===== src/rtl/hazard_pkg.sv =====
// Shared encodings for the multi-cycle hazard unit: forwarding selects and
// the execute-interlock FSM states.
package hazard_pkg;

    // Forwarding mux selects for the E-stage operands
    localparam logic [1:0] FWD_NONE = 2'b00;
    localparam logic [1:0] FWD_WB   = 2'b01;
    localparam logic [1:0] FWD_MEM  = 2'b10;

    // Multi-cycle execute interlock states
    typedef enum logic {
        IDLE = 1'b0,
        BUSY = 1'b1
    } mc_state_e;

endpackage


===== src/rtl/fwd_sel.sv =====
// One operand's forwarding select: compares the E-stage source against the
// M and W destinations, the younger (M) result taking priority.
module fwd_sel
    import hazard_pkg::*;
#(
    parameter int REG_AW = 5
) (
    input  logic [REG_AW-1:0] rs_i,
    input  logic [REG_AW-1:0] rd_m_i,
    input  logic [REG_AW-1:0] rd_w_i,
    input  logic              reg_write_m_i,
    input  logic              reg_write_w_i,
    output logic [1:0]        fwd_o
);

    // Priority mux: M beats W, register x0 never forwards
    always_comb begin
        if (reg_write_m_i && (rd_m_i != {REG_AW{1'b0}}) && (rd_m_i == rs_i)) begin
            fwd_o = FWD_MEM;
        end else if (reg_write_w_i && (rd_w_i != {REG_AW{1'b0}}) && (rd_w_i == rs_i)) begin
            fwd_o = FWD_WB;
        end else begin
            fwd_o = FWD_NONE;
        end
    end

endmodule


===== src/rtl/hazard_unit_mc.sv =====
// Five-stage pipeline hazard unit with E-stage forwarding, load-use stall,
// branch flush and a multi-cycle execute interlock.
// Optional build macro HAZARD_PERF_EN enables saturating stall/flush
// performance counters; without it StallCount/FlushCount read as zero.
module hazard_unit_mc
    import hazard_pkg::*;
#(
    parameter int REG_AW  = 5,
    parameter int MUL_LAT = 3,
    parameter int PERF_W  = 16
) (
    input  logic              clk,
    input  logic              reset,
    input  logic [REG_AW-1:0] Rs1D,
    input  logic [REG_AW-1:0] Rs2D,
    input  logic [REG_AW-1:0] Rs1E,
    input  logic [REG_AW-1:0] Rs2E,
    input  logic [REG_AW-1:0] RdE,
    input  logic [REG_AW-1:0] RdM,
    input  logic [REG_AW-1:0] RdW,
    input  logic              PCSrcE,
    input  logic              ResultSrcEb0,
    input  logic              MulStartE,
    input  logic              RegWriteM,
    input  logic              RegWriteW,
    output logic [1:0]        ForwardAE,
    output logic [1:0]        ForwardBE,
    output logic              StallF,
    output logic              StallD,
    output logic              StallE,
    output logic              FlushD,
    output logic              FlushE,
    output logic              FlushM,
    output logic              MulBusy,
    output logic [PERF_W-1:0] StallCount,
    output logic [PERF_W-1:0] FlushCount
);

    // Reload value: the start cycle plus cnt+1 BUSY cycles gives MUL_LAT total
    localparam logic [3:0] LAT_M2 = (MUL_LAT >= 2) ? 4'(MUL_LAT - 2) : 4'd0;
    localparam logic       MC_EN  = (MUL_LAT >= 2) ? 1'b1 : 1'b0;

    mc_state_e  state_q, state_d;
    logic [3:0] cnt_q, cnt_d;
    logic       mul_stall_s;
    logic       lw_stall_s;
    logic [1:0] fwd_a_s, fwd_b_s;

    fwd_sel #(.REG_AW(REG_AW)) u_fwd_a (
        .rs_i          (Rs1E),
        .rd_m_i        (RdM),
        .rd_w_i        (RdW),
        .reg_write_m_i (RegWriteM),
        .reg_write_w_i (RegWriteW),
        .fwd_o         (fwd_a_s)
    );

    fwd_sel #(.REG_AW(REG_AW)) u_fwd_b (
        .rs_i          (Rs2E),
        .rd_m_i        (RdM),
        .rd_w_i        (RdW),
        .reg_write_m_i (RegWriteM),
        .reg_write_w_i (RegWriteW),
        .fwd_o         (fwd_b_s)
    );

    assign lw_stall_s = ResultSrcEb0 && (RdE != {REG_AW{1'b0}})
                        && ((Rs1D == RdE) || (Rs2D == RdE));

    // Interlock next-state: hold E while the op still has cycles left
    always_comb begin
        state_d     = state_q;
        cnt_d       = cnt_q;
        mul_stall_s = 1'b0;
        case (state_q)
            IDLE: begin
                if (MulStartE && MC_EN) begin
                    mul_stall_s = 1'b1;
                    cnt_d       = LAT_M2;
                    state_d     = BUSY;
                end else begin
                    state_d = IDLE;
                end
            end
            BUSY: begin
                if (cnt_q != 4'd0) begin
                    mul_stall_s = 1'b1;
                    cnt_d       = cnt_q - 4'd1;
                end else begin
                    // Op leaves E now; a new start is only accepted from IDLE
                    state_d = IDLE;
                end
            end
            default: begin
                state_d = IDLE;
                cnt_d   = 4'd0;
            end
        endcase
    end

    // Interlock state registers with synchronous reset
    always_ff @(posedge clk) begin
        if (reset) begin
            state_q <= IDLE;
            cnt_q   <= 4'd0;
        end else begin
            state_q <= state_d;
            cnt_q   <= cnt_d;
        end
    end

    // Output decode: reset forces a clean bubble, mulStall dominates others
    always_comb begin
        if (reset) begin
            ForwardAE = FWD_NONE;
            ForwardBE = FWD_NONE;
            StallF    = 1'b0;
            StallD    = 1'b0;
            StallE    = 1'b0;
            FlushD    = 1'b1;
            FlushE    = 1'b1;
            FlushM    = 1'b1;
            MulBusy   = 1'b0;
        end else begin
            ForwardAE = fwd_a_s;
            ForwardBE = fwd_b_s;
            StallF    = lw_stall_s || mul_stall_s;
            StallD    = lw_stall_s || mul_stall_s;
            StallE    = mul_stall_s;
            FlushM    = mul_stall_s;
            FlushE    = (lw_stall_s || PCSrcE) && !mul_stall_s;
            FlushD    = PCSrcE && !mul_stall_s;
            MulBusy   = (state_q == BUSY);
        end
    end

`ifdef HAZARD_PERF_EN
    localparam logic [PERF_W-1:0] CNT_MAX = {PERF_W{1'b1}};
    localparam logic [PERF_W-1:0] CNT_ONE = {{(PERF_W-1){1'b0}}, 1'b1};

    logic [PERF_W-1:0] stall_cnt_q;
    logic [PERF_W-1:0] flush_cnt_q;

    // Saturating counts of front-end stall cycles and E flush cycles
    always_ff @(posedge clk) begin
        if (reset) begin
            stall_cnt_q <= {PERF_W{1'b0}};
            flush_cnt_q <= {PERF_W{1'b0}};
        end else begin
            if (StallF && (stall_cnt_q != CNT_MAX)) begin
                stall_cnt_q <= stall_cnt_q + CNT_ONE;
            end
            if (FlushE && (flush_cnt_q != CNT_MAX)) begin
                flush_cnt_q <= flush_cnt_q + CNT_ONE;
            end
        end
    end

    assign StallCount = stall_cnt_q;
    assign FlushCount = flush_cnt_q;
`else
    assign StallCount = {PERF_W{1'b0}};
    assign FlushCount = {PERF_W{1'b0}};
`endif

endmodule

===== config.mk =====
export PLATFORM = sky130hd
export DESIGN_NAME = hazard_unit_mc
export DESIGN_NICKNAME = d
export VERILOG_FILES = /design/src/rtl/hazard_pkg.sv /design/src/rtl/fwd_sel.sv /design/src/rtl/hazard_unit_mc.sv
export SDC_FILE = /design/constraint.sdc
export NUM_CORES = 1
export LEC_CHECK = 0
export ABC_AREA = 1
export ABC_CLOCK_PERIOD_IN_PS = 1800
export BUFFER_PORTS_ARGS = -buffer_cell sky130_fd_sc_hd__buf_2
export CAP_MARGIN = 20
export CORE_MARGIN = 3
export CORE_UTILIZATION = 35
export DETAILED_ROUTE_END_ITERATION = 16
export PLACE_DENSITY = 0.72
export SLEW_MARGIN = 20
export SYNTH_ARGS = -nofsm -noshare
export SYNTH_HDL_FRONTEND = slang
export SYNTH_SLANG_ARGS = --single-unit

===== constraint.sdc =====
create_clock -name clk -period 1.8 [get_ports clk]
set_clock_uncertainty 0.15 [all_clocks]
set_input_delay 0.09 -clock clk [delete_from_list [all_inputs] [get_ports clk]]
set_output_delay 0.09 -clock clk [all_outputs]
set_load 0.01 [all_outputs]

Word-level counts from Yosys, hierarchy flattened
Index checks and enable logic that the tools add are counted.

Add/sub/neg operators: 1. Multipliers: 0. Div/mod/pow operators: 0. Magnitude comparators: 0. Equal/unequal tests: 8. Shifts and indexed selects: 0. Multiplexer cells: 18. Bitwise logic cells: 1. Reductions and logical operators: 19.

Operators by type and width (count): 5-bit == test (6); 5-bit nonzero test (3); 1-bit logical AND (10); 1-bit 2-to-1 mux (10); 2-bit 2-to-1 mux (4); 4-bit 2-to-1 mux (2); 4-bit one-hot mux with 2 select lines (1); 4-bit nonzero test (1); 4-bit by 1-bit subtractor with 4-bit output, second input constant (1); 1-bit logical OR (3); 2-bit by 1-bit != test with 1-bit output, second input constant (1); 2-bit != test, second input constant (1); 1-bit one-hot mux with 2 select lines (1); 2-bit AND reduction (1); 1-bit logical NOT (1); 1-bit NOT (1).

Flip-flop bits (word level): 5. Bits in latches: 0. RAM bits: 0. Bits in read-only memories: 0. Memories kept: 0.

Depth between registers and ports, before layout
Gate-level depths: netlist (run 1).

Word-level depth: 6. Gate-level depth with buffers: 9. Mapped depth without buffers: 9.

Modules after synthesis
Synthesis (run 1) repeated with hierarchy kept, for this count alone.

Cells, all modules: 233. Area total of the unflattened synthesis: 1199.9 um^2.

Modules (own cells, without submodules): hazard_unit_mc (times used 1, cells an instance 133, area an instance 772.0 um^2, seq. area each 100.1 um^2); fwd_sel (times used 2, cells an instance 50, area an instance 214.0 um^2, seq. area each 0.0 um^2).

Worst setup path after synthesis (run 1)
No wires, ideal clock.

Kind: register -> output. From: reg cnt_q[0]. To: out StallF. Data arrival time: 1.140 ns. Required time: 1.560 ns. Setup slack: 0.420 ns. Stages on the path, launching flop included: 9. Cells stage by stage: dfxtp_1 > inv_1 > ha_1 > nand3_2 > nand2_2 > nand2_4 > nand2_2 > nand2_1 > buf_4.

Longest elaborated chain between the ends: 5.

RTL lines: from (decl) (line hazard_unit_mc.sv:44) `logic [3:0] cnt_q, cnt_d;`; from (signal assigned) (line hazard_unit_mc.sv:108) `cnt_q <= cnt_d;`; 4-bit nonzero test (line hazard_unit_mc.sv:86) `if (cnt_q != 4'd0) begin`; 1-bit 2-to-1 mux (line hazard_unit_mc.sv:86); 1-bit one-hot mux with 2 select lines (line hazard_unit_mc.sv:75) `case (state_q)`; 1-bit logical OR; 1-bit 2-to-1 mux; to (decl) (line hazard_unit_mc.sv:28) `output logic StallF,`.

Every way passes these cells.

Worst setup path in the final report (run 1)
From: reg cnt_q[0]. To: out FlushE.

Longest elaborated chain between the ends: 6.

RTL lines: 4-bit nonzero test (line hazard_unit_mc.sv:86); 1-bit 2-to-1 mux (line hazard_unit_mc.sv:86); 1-bit one-hot mux with 2 select lines (line hazard_unit_mc.sv:75); 1-bit logical NOT (line hazard_unit_mc.sv:131) `FlushE = (lw_stall_s || PCSrcE) && !mul_stall_s;`; 1-bit logical AND (line hazard_unit_mc.sv:131); 1-bit 2-to-1 mux (line hazard_unit_mc.sv:114) `if (reset) begin`; to (decl) (line hazard_unit_mc.sv:32) `output logic FlushE,`.

Every way passes these cells.

==> results of run 1 <==
==> per-layer routing <==
layer  GRT usage (%)  vias up
li1                -      597
met4            1.82        0
met3            1.47        2
met2            20.2       43
met5               0        -
met1            14.7      438
==> cell families after synthesis <==
kind of cell	synth area share, %
buf+inv	32.6
xor+xnor	15.4
fa+ha+maj	2.31
compound gates	7.86
simple gates	32.3
other cells	0.346
flops	9.25
==> layout make-up <==
class | count | area (sq um) | area share [%]
Multi-Input combinational cell | 143 | 746 | 58.4
Timing Repair Buffer | 52 | 260 | 20.4
Inverter | 28 | 105 | 8.24
Sequential cell | 5 | 100 | 7.84
Tap cell | 31 | 38.8 | 3.04
Clock buffer | 4 | 26.3 | 2.06
==> Yosys cell counts (all sizes together) <==
cell type	number	share of area [%]
nand3	10	5.5
o21ai	9	5.2
nor2	16	5.5
xnor2	19	15
a21oi	4	1.8
buf	33	23
inv	28	9.7
nand2	42	17
nor3	5	2.8
nor4	2	1.2
o32ai	1	0.81
ha	2	2.3
dfxtp	5	9.2
conb	1	0.35
nand4	1	0.58
==> final timing paths <==
path	from	end	slack (ns)	depth (start not counted)
max	cnt_q[0]	FlushE	0.13	9
min reg2reg	cnt_q[3]	cnt_q[3]	0.35	2
min	reset	cnt_q[1]	0.04	2
max reg2reg	cnt_q[0]	cnt_q[0]	0.46	9
==> repair_timing <==
| action | 4_1_cts | 5_1_grt |
|---|---|---|
| setup endpoints to repair | 0 | 2 |
| buffers inserted | 0 | 0 |
| gates resized for setup | 0 | 1 |
==> critical path, delay by kind of cell (launching register included) <==
kind	cells	cell delay (ns)
DFF	1	0.33
buffers and inverters	2	0.20
and+or+nand+nor	5	0.36
AOI/OAI and AO/OA	1	0.10
adders and majority gates	1	0.20
==> power by group <==
group	switching, mW	total, mW	leakage [nW]	internal, mW
combinational	0.180	0.303	0.699	0.122
sequential	0.00723	0.130	0.0411	0.122
clock	0.0425	0.126	0.0150	0.0836
==> flip-flops by register name, indices dropped and copies added, names as in the netlist <==
signal   flops
state_q      1
cnt_q        4
==> stage by stage <==
step / util, % / power [mW] / cells / hold WS (ns)
2_1_floorplan: - / 0.382 / 209 / 0.0578
3_3_place_gp: 43.8 / 0.430 / 259 / 0.286
3_5_place_dp: 43.8 / 0.434 / 259 / 0.281
4_1_cts: 44.7 / 0.566 / 263 / 0.0284
5_1_grt: 44.7 / 0.622 / 263 / 0.0327
6_report: 44.7 / 0.558 / 263 / 0.0377
==> run metrics, run 1 <==
run status finished, final reports clean; most numerous cell on the critical path nand2_2; Worst Path Arrival 1.43 ns; first-pass GRT wire length 3.37 mm; Detailed Place HPWL 2.13 mm; P_leak 0.756 nW; synth warn 0; crit start category flip-flop; Met1 Routed Length 931 microns; Fmax 597 MHz; drt drc 0; vias in the first global route 851; Top Layer Used met4; design area 0.00128 sq mm; sequential area share after synthesis 9.25%; Post-Syn Instances 178; unrepaired setup endpoints after global routing false; Initial DRC Count 33; count of max-cap constraint violations 0; GRT overflow 0; Slew Viols, Final 0; PnR worst setup slack 0.126 ns; WL/cell 8.59 microns; filler instances 335; antenna diode count 0; die extent in y 61.6 microns; highest fanout seen on the critical path 4; metal2 WL 1.12 mm; Hold-fix buffers, CTS 0; Pwr per Cell Area 437 mW/mm^2; initial antenna violation count 0; CTS Buf Count 3; number of top-level pins 85; slowest stage delay, CP 0.33 ns; routability congestion estimate 0.877; Hold Fails Final Rpt 0; clock sinks 5; die footprint 0.00380 sq mm; root buffer cell clkbuf_4; Avg Synthesized Cell Area 6.08 sq um; Worst EP required 1.56 ns; latest clock arrival within the worst-skew pair 0.24 ns; Crit Path Class reg2out; placed cell area 0.00125 sq mm; final setup fails 0; PortBufs 52; nets 277; mapped cell area 0.00108 sq mm; met3 wire len 193 microns; VDD IR-drop max 213 uV; Critical Path, Cell by Cell inv_2, ha_1, nand3_2, nand2_2, nand2_4, nand2_2, o21ai_1, nand2_1, buf_2; Clock transition at path regs 0.04 ns; Via density 4.11; Cell Rows 19; gr usage total 11.3%; share of cells above drive strength 1 32.8%; Synth Register Bits 5; htree depth 1; Starting Density 37.9%; DRT Pass-1 Iters 5; commonest non-fill, non-tap cell in the layout buf_2; area delta synth->final 17.9%; Final period util 93.0%; most frequent cells in the layout buf_2 (52), nand2_1 (37), conb_1 (32); CP Capture Type output port; final setup TNS 0 ns; clock buffer depth 2; Slowest-stage cell, CP dfxtp_1; largest net degree at the start of global routing 7; DR vias 1080; CTS tree done; wirelength, routed 2.26 mm; pre-CTS setup slack 0.340 ns; antenna-violating nets left 0; Die Width 61.6 microns; HP Class in2reg; Yosys cell types 22; min cycle time layout 1.67 ns; core area 0.00285 sq mm
Note: power is estimated with default switching activity, not from simulation.
==> run 2: changes to the inputs <==
- CELL_PAD_IN_SITES_DETAIL_PLACEMENT: default -> 1
- CELL_PAD_IN_SITES_GLOBAL_PLACEMENT: default -> 1
- CORE_UTILIZATION: 35 -> 25
- PLACE_DENSITY: 0.72 -> 0.91
==> run metrics, run 2 (synthesis gave the netlist of run 1 again) <==
largest net degree at the start of global routing 7 (unchanged); DR vias 1140 (+5.6%); final setup TNS 0 ns (unchanged); core area 0.00409 sq mm (+43%); Via density 4.04 (-1.6%); die extent in y 71.8 microns (+17%); root buffer cell clkbuf_8; htree depth 1 (unchanged); Reg power frac 19.9% (-3.3 points); max FFs per register 4 (unchanged); Hold Fails Final Rpt 0 (unchanged); cell-internal power 0.398 mW (+21%); Sw Share 39.2% (-2.0 points); first-pass GRT wire length 5.07 mm (+50%); final cell utilization of the core 32.4% (-12 points); Top Registers cnt_q (4), state_q (1); drt drc 0 (unchanged); area delta synth->final 22.2%; min cycle time layout 1.66 ns (-0.0119 ns); Hold-fix buffers, CTS 0 (unchanged); share of cells above drive strength 1 33.2% (+0.43 points); antenna diode count 0 (unchanged); vias in the first global route 1205 (+42%); Psw 0.257 mW (+12%); count of max-cap constraint violations 0 (unchanged); Detailed Place HPWL 2.77 mm (+30%); CP Capture Type output port; postcts setup bufs 0 (unchanged); number of top-level pins 85 (unchanged); placed cell area 0.00127 sq mm (+1.9%); initial antenna violation count 0 (unchanged); most frequent cells in the layout buf_2 (52), nand2_1 (37), conb_1 (32); Clock transition at path regs 0.03 ns (about the same); gr usage total 11.8% (+0.41 points); Worst EP required 1.56 ns (about the same); Initial DRC Count 19 (-42%); WL/cell 10.6 microns (+23%); GRT overflow 0 (unchanged); PortBufs 52 (unchanged); Cell Rows 23 (+4); highest fanout seen on the critical path 4 (unchanged); reg-to-reg slack, setup 0.41 ns (-0.05 ns); P_leak 0.765 nW (+1.2%); run status finished, final reports clean; wirelength, routed 2.99 mm (+32%); clock buffer depth 2 (unchanged); final setup fails 0 (unchanged); R2R cell count 9 (unchanged); Worst Path Arrival 1.42 ns (about the same); power share of the clock group 32.1% (+9.5 points); unrepaired setup endpoints after global routing false; latest clock arrival within the worst-skew pair 0.22 ns (-0.02 ns); Slew Viols, Final 0 (unchanged); Die Width 71.8 microns (+17%); CTS tree done; crit start category flip-flop; CTS Buf Count 3 (unchanged); Pwr per Cell Area 495 mW/mm^2 (+13%); design area 0.00132 sq mm (+3.6%); Crit Path Class reg2out; routability congestion estimate 0.751 (-14%); VDD IR-drop max 135 uV (-37%); Starting Density 26.5% (-11 points); Fmax 602 MHz (+0.72%); die footprint 0.00515 sq mm (+36%); cell count of the worst hold path 2 (unchanged); Final period util 92.3% (-0.66 points); nets 277 (unchanged); Comb power frac 48.0% (-6.2 points); commonest non-fill, non-tap cell in the layout buf_2; DRT Pass-1 Iters 3 (-2); clock sinks 5 (unchanged); antenna-violating nets left 0 (unchanged); HP Class in2reg; Most flops, register cnt_q
-- run 2: cell types whose count changed in the layout (fill, tap and decap cells not counted) --
cell	before	now
o21ai_2	3	4
clkbuf_4	3	0
clkbuf_8	0	3
o21ai_1	4	3
-- run 2: area by class of cell --
type	count	area [sq um]
clock buffers	4	45.0
flip-flops and latches	5	100
inverters	28	105
multi-input cells	143	749
fillers	576	2760
repair buffers	52	260
well taps	50	62.6
-- run 2: through the flow --
stage	power (mW)	cells	hold WS [ns]	worst slack, ns
2_1_floorplan	0.382	209	0.0578	0.420
3_3_place_gp	0.432	278	0.293	0.374
3_5_place_dp	0.445	278	0.283	0.312
4_1_cts	0.661	282	0.0480	0.0509
5_1_grt	0.711	282	0.0819	0.0338
6_report	0.655	282	0.0598	0.138
-- run 2: worst max-delay path: stages, from the launching register on --
cell	delay, ns
dfxtp_1	0.34
inv_2	0.07
ha_1	0.21
nand3_2	0.09
nand2_2	0.08
nand2_4	0.08
nand2_2	0.07
o21ai_2	0.07
nand2_1	0.06
buf_2	0.13
-- run 2: final timing paths --
| path | startpoint | to |
|---|---|---|
| max | cnt_q[0] | FlushE |
| min reg2reg | cnt_q[3] | cnt_q[3] |
| min | reset | cnt_q[1] |
| max reg2reg | cnt_q[0] | cnt_q[0] |
-- run 2: repair_timing --
item,4_1_cts,5_1_grt
hold endpoints to repair,0,0
setup endpoints to repair,0,2
resized for setup,0,2
-- run 2: power groups by stage --
stage / Clock [mW] / Sequential [mW] / Combinational (mW)
3_3_place_gp: 0 / 0.130 / 0.302
4_1_cts: 0.216 / 0.130 / 0.315
3_5_place_dp: 0 / 0.131 / 0.314
2_1_floorplan: 0 / 0.129 / 0.253
6_report: 0.210 / 0.131 / 0.314
5_1_grt: 0.221 / 0.131 / 0.359
-- run 2: metal layers --
metal	wire [microns]	up-vias	share of wire [%]	track usage, %
met5	0	-	0	0
met4	18	0	0.60	3.97
met3	211	2	7.1	1.40
met2	1640	43	55	23.1
met1	1110	506	37	12.8
li1	-	589	-	-
==> run 3: changes to the inputs <==
- CTS_BUF_LIST: default -> sky130_fd_sc_hd__clkbuf_8 sky130_fd_sc_hd__clkbuf_16
==> run metrics, run 3 (synthesis gave the netlist of run 1 again) <==
latest clock arrival within the worst-skew pair 0.22 ns (about the same); Clock transition at path regs 0.03 ns (about the same); antenna-violating nets left 0 (unchanged); Hold Fails Final Rpt 0 (unchanged); area delta synth->final 22.2% (unchanged); htree depth 1 (unchanged); placed cell area 0.00127 sq mm (unchanged); design area 0.00132 sq mm (unchanged); Worst EP required 1.56 ns (about the same); Fmax 602 MHz (about the same); most frequent cells in the layout buf_2 (52), nand2_1 (37), conb_1 (32); routability congestion estimate 0.751 (unchanged); Crit Path Class reg2out; wirelength, routed 2.99 mm (about the same); first-pass GRT wire length 5.07 mm (unchanged); final setup fails 0 (unchanged); Cell Rows 23 (unchanged); Worst Path Arrival 1.42 ns (about the same); clock sinks 5 (unchanged); Psw 0.257 mW (about the same); DR vias 1140 (unchanged); pre-CTS setup slack 0.312 ns (unchanged); core area 0.00409 sq mm (unchanged); P_leak 0.769 nW (+0.54%); CTS tree done; max FFs per register 4 (unchanged); CP Capture Type output port; drt drc 0 (unchanged); HP Class in2reg; Detailed Place HPWL 2.77 mm (unchanged); Slew Viols, Final 0 (unchanged); Via density 4.04 (unchanged); root buffer cell clkbuf_8; final cell utilization of the core 32.4% (unchanged); Comb power frac 48.4% (+0.4 points); PnR worst setup slack 0.138 ns (-0.00000100 ns); run status finished, final reports clean; unrepaired setup endpoints after global routing false; largest net degree at the start of global routing 7 (unchanged); grt peak-use layer met2; min cycle time layout 1.66 ns (+0.00000100 ns); Reg power frac 20.1% (+0.2 points); die footprint 0.00515 sq mm (unchanged); Hold-fix buffers, CTS 0 (unchanged); die extent in y 71.8 microns (unchanged); CTS Buf Count 3 (unchanged); Top Registers cnt_q (4), state_q (1); Initial DRC Count 19 (unchanged); cell-internal power 0.392 mW (-1.5%); WL/cell 10.6 microns (about the same); VDD IR-drop max 135 uV (about the same); count of max-cap constraint violations 0 (unchanged); clock buffer depth 2 (unchanged); GRT overflow 0 (unchanged); Sw Share 39.6% (+0.36 points); WHS 0.0598 ns (unchanged); Most flops, register cnt_q; Pwr per Cell Area 491 mW/mm^2 (-0.88%); initial antenna violation count 0 (unchanged); Die Width 71.8 microns (unchanged); GR Util met3 1.40% (unchanged); number of top-level pins 85 (unchanged); antenna diode count 0 (unchanged); commonest non-fill, non-tap cell in the layout buf_2; share of cells above drive strength 1 33.2% (unchanged); DRT Pass-1 Iters 3 (unchanged); vias in the first global route 1205 (unchanged); Final period util 92.3% (about the same); final setup TNS 0 ns (unchanged); postcts setup bufs 0 (unchanged); nets 277 (unchanged); filler instances 576 (unchanged); PortBufs 52 (unchanged); crit start category flip-flop; power share of the clock group 31.5% (-0.6 points); Starting Density 26.5% (unchanged); M1 GR Usage 12.8% (unchanged); gr usage total 11.8% (unchanged); GR Util met2 23.1% (unchanged); highest fanout seen on the critical path 4 (unchanged)
## run 3: cell types whose count changed in the layout (fill, tap and decap cells not counted), sizes merged
cell / delta
clkbuf: -1
inv: +1
## run 3: per-layer routing
metal  vias to the layer above  wire length, microns
met3                         2                   211
met1                       506                  1110
met2                        43                  1640
met5                         -                     0
li1                        589                     -
met4                         0                    18
## run 3: worst max-delay path: stages, from the launching register on
cell	delay, ns
dfxtp_1	0.34
inv_2	0.07
ha_1	0.21
nand3_2	0.09
nand2_2	0.08
nand2_4	0.08
nand2_2	0.07
o21ai_2	0.07
nand2_1	0.06
buf_2	0.13
## run 3: final timing paths
check | depth (start not counted) | endpoint | slack, ns | from
worst max register to register | 9 | cnt_q[0] | 0.41 | cnt_q[0]
worst min register to register | 2 | cnt_q[3] | 0.35 | cnt_q[3]
worst max-delay path | 9 | FlushE | 0.14 | cnt_q[0]
worst min-delay path | 2 | cnt_q[1] | 0.06 | reset
## run 3: stage by stage
stage / total power [mW] / instances
3_3_place_gp: 0.432 / 278
5_1_grt: 0.706 / 282
6_report: 0.649 / 282
2_1_floorplan: 0.382 / 209
4_1_cts: 0.655 / 282
3_5_place_dp: 0.445 / 278
## run 3: area by class of cell
type                            instances  area [sq um]  area share [%]
Multi-Input combinational cell        143           749            56.7
Timing Repair Buffer                   52           260            19.7
Inverter                               28           105            7.95
Sequential cell                         5           100            7.57
Tap cell                               50          62.6            4.73
Clock buffer                            3          41.3            3.12
Clock inverter                          1          3.75           0.284
## run 3: repair_timing
action,CTS,global route
resized for setup,0,2
setup endpoints to repair,0,2
endpoints found under the hold margin,0,0
## run 3: power by group through the flow
stage          combinational (mW)  sequential [mW]  clock (mW)
6_report                    0.314            0.131       0.204
5_1_grt                     0.359            0.131       0.216
4_1_cts                     0.315            0.130       0.210
3_5_place_dp                0.314            0.131           0
3_3_place_gp                0.302            0.130           0
2_1_floorplan               0.253            0.129           0
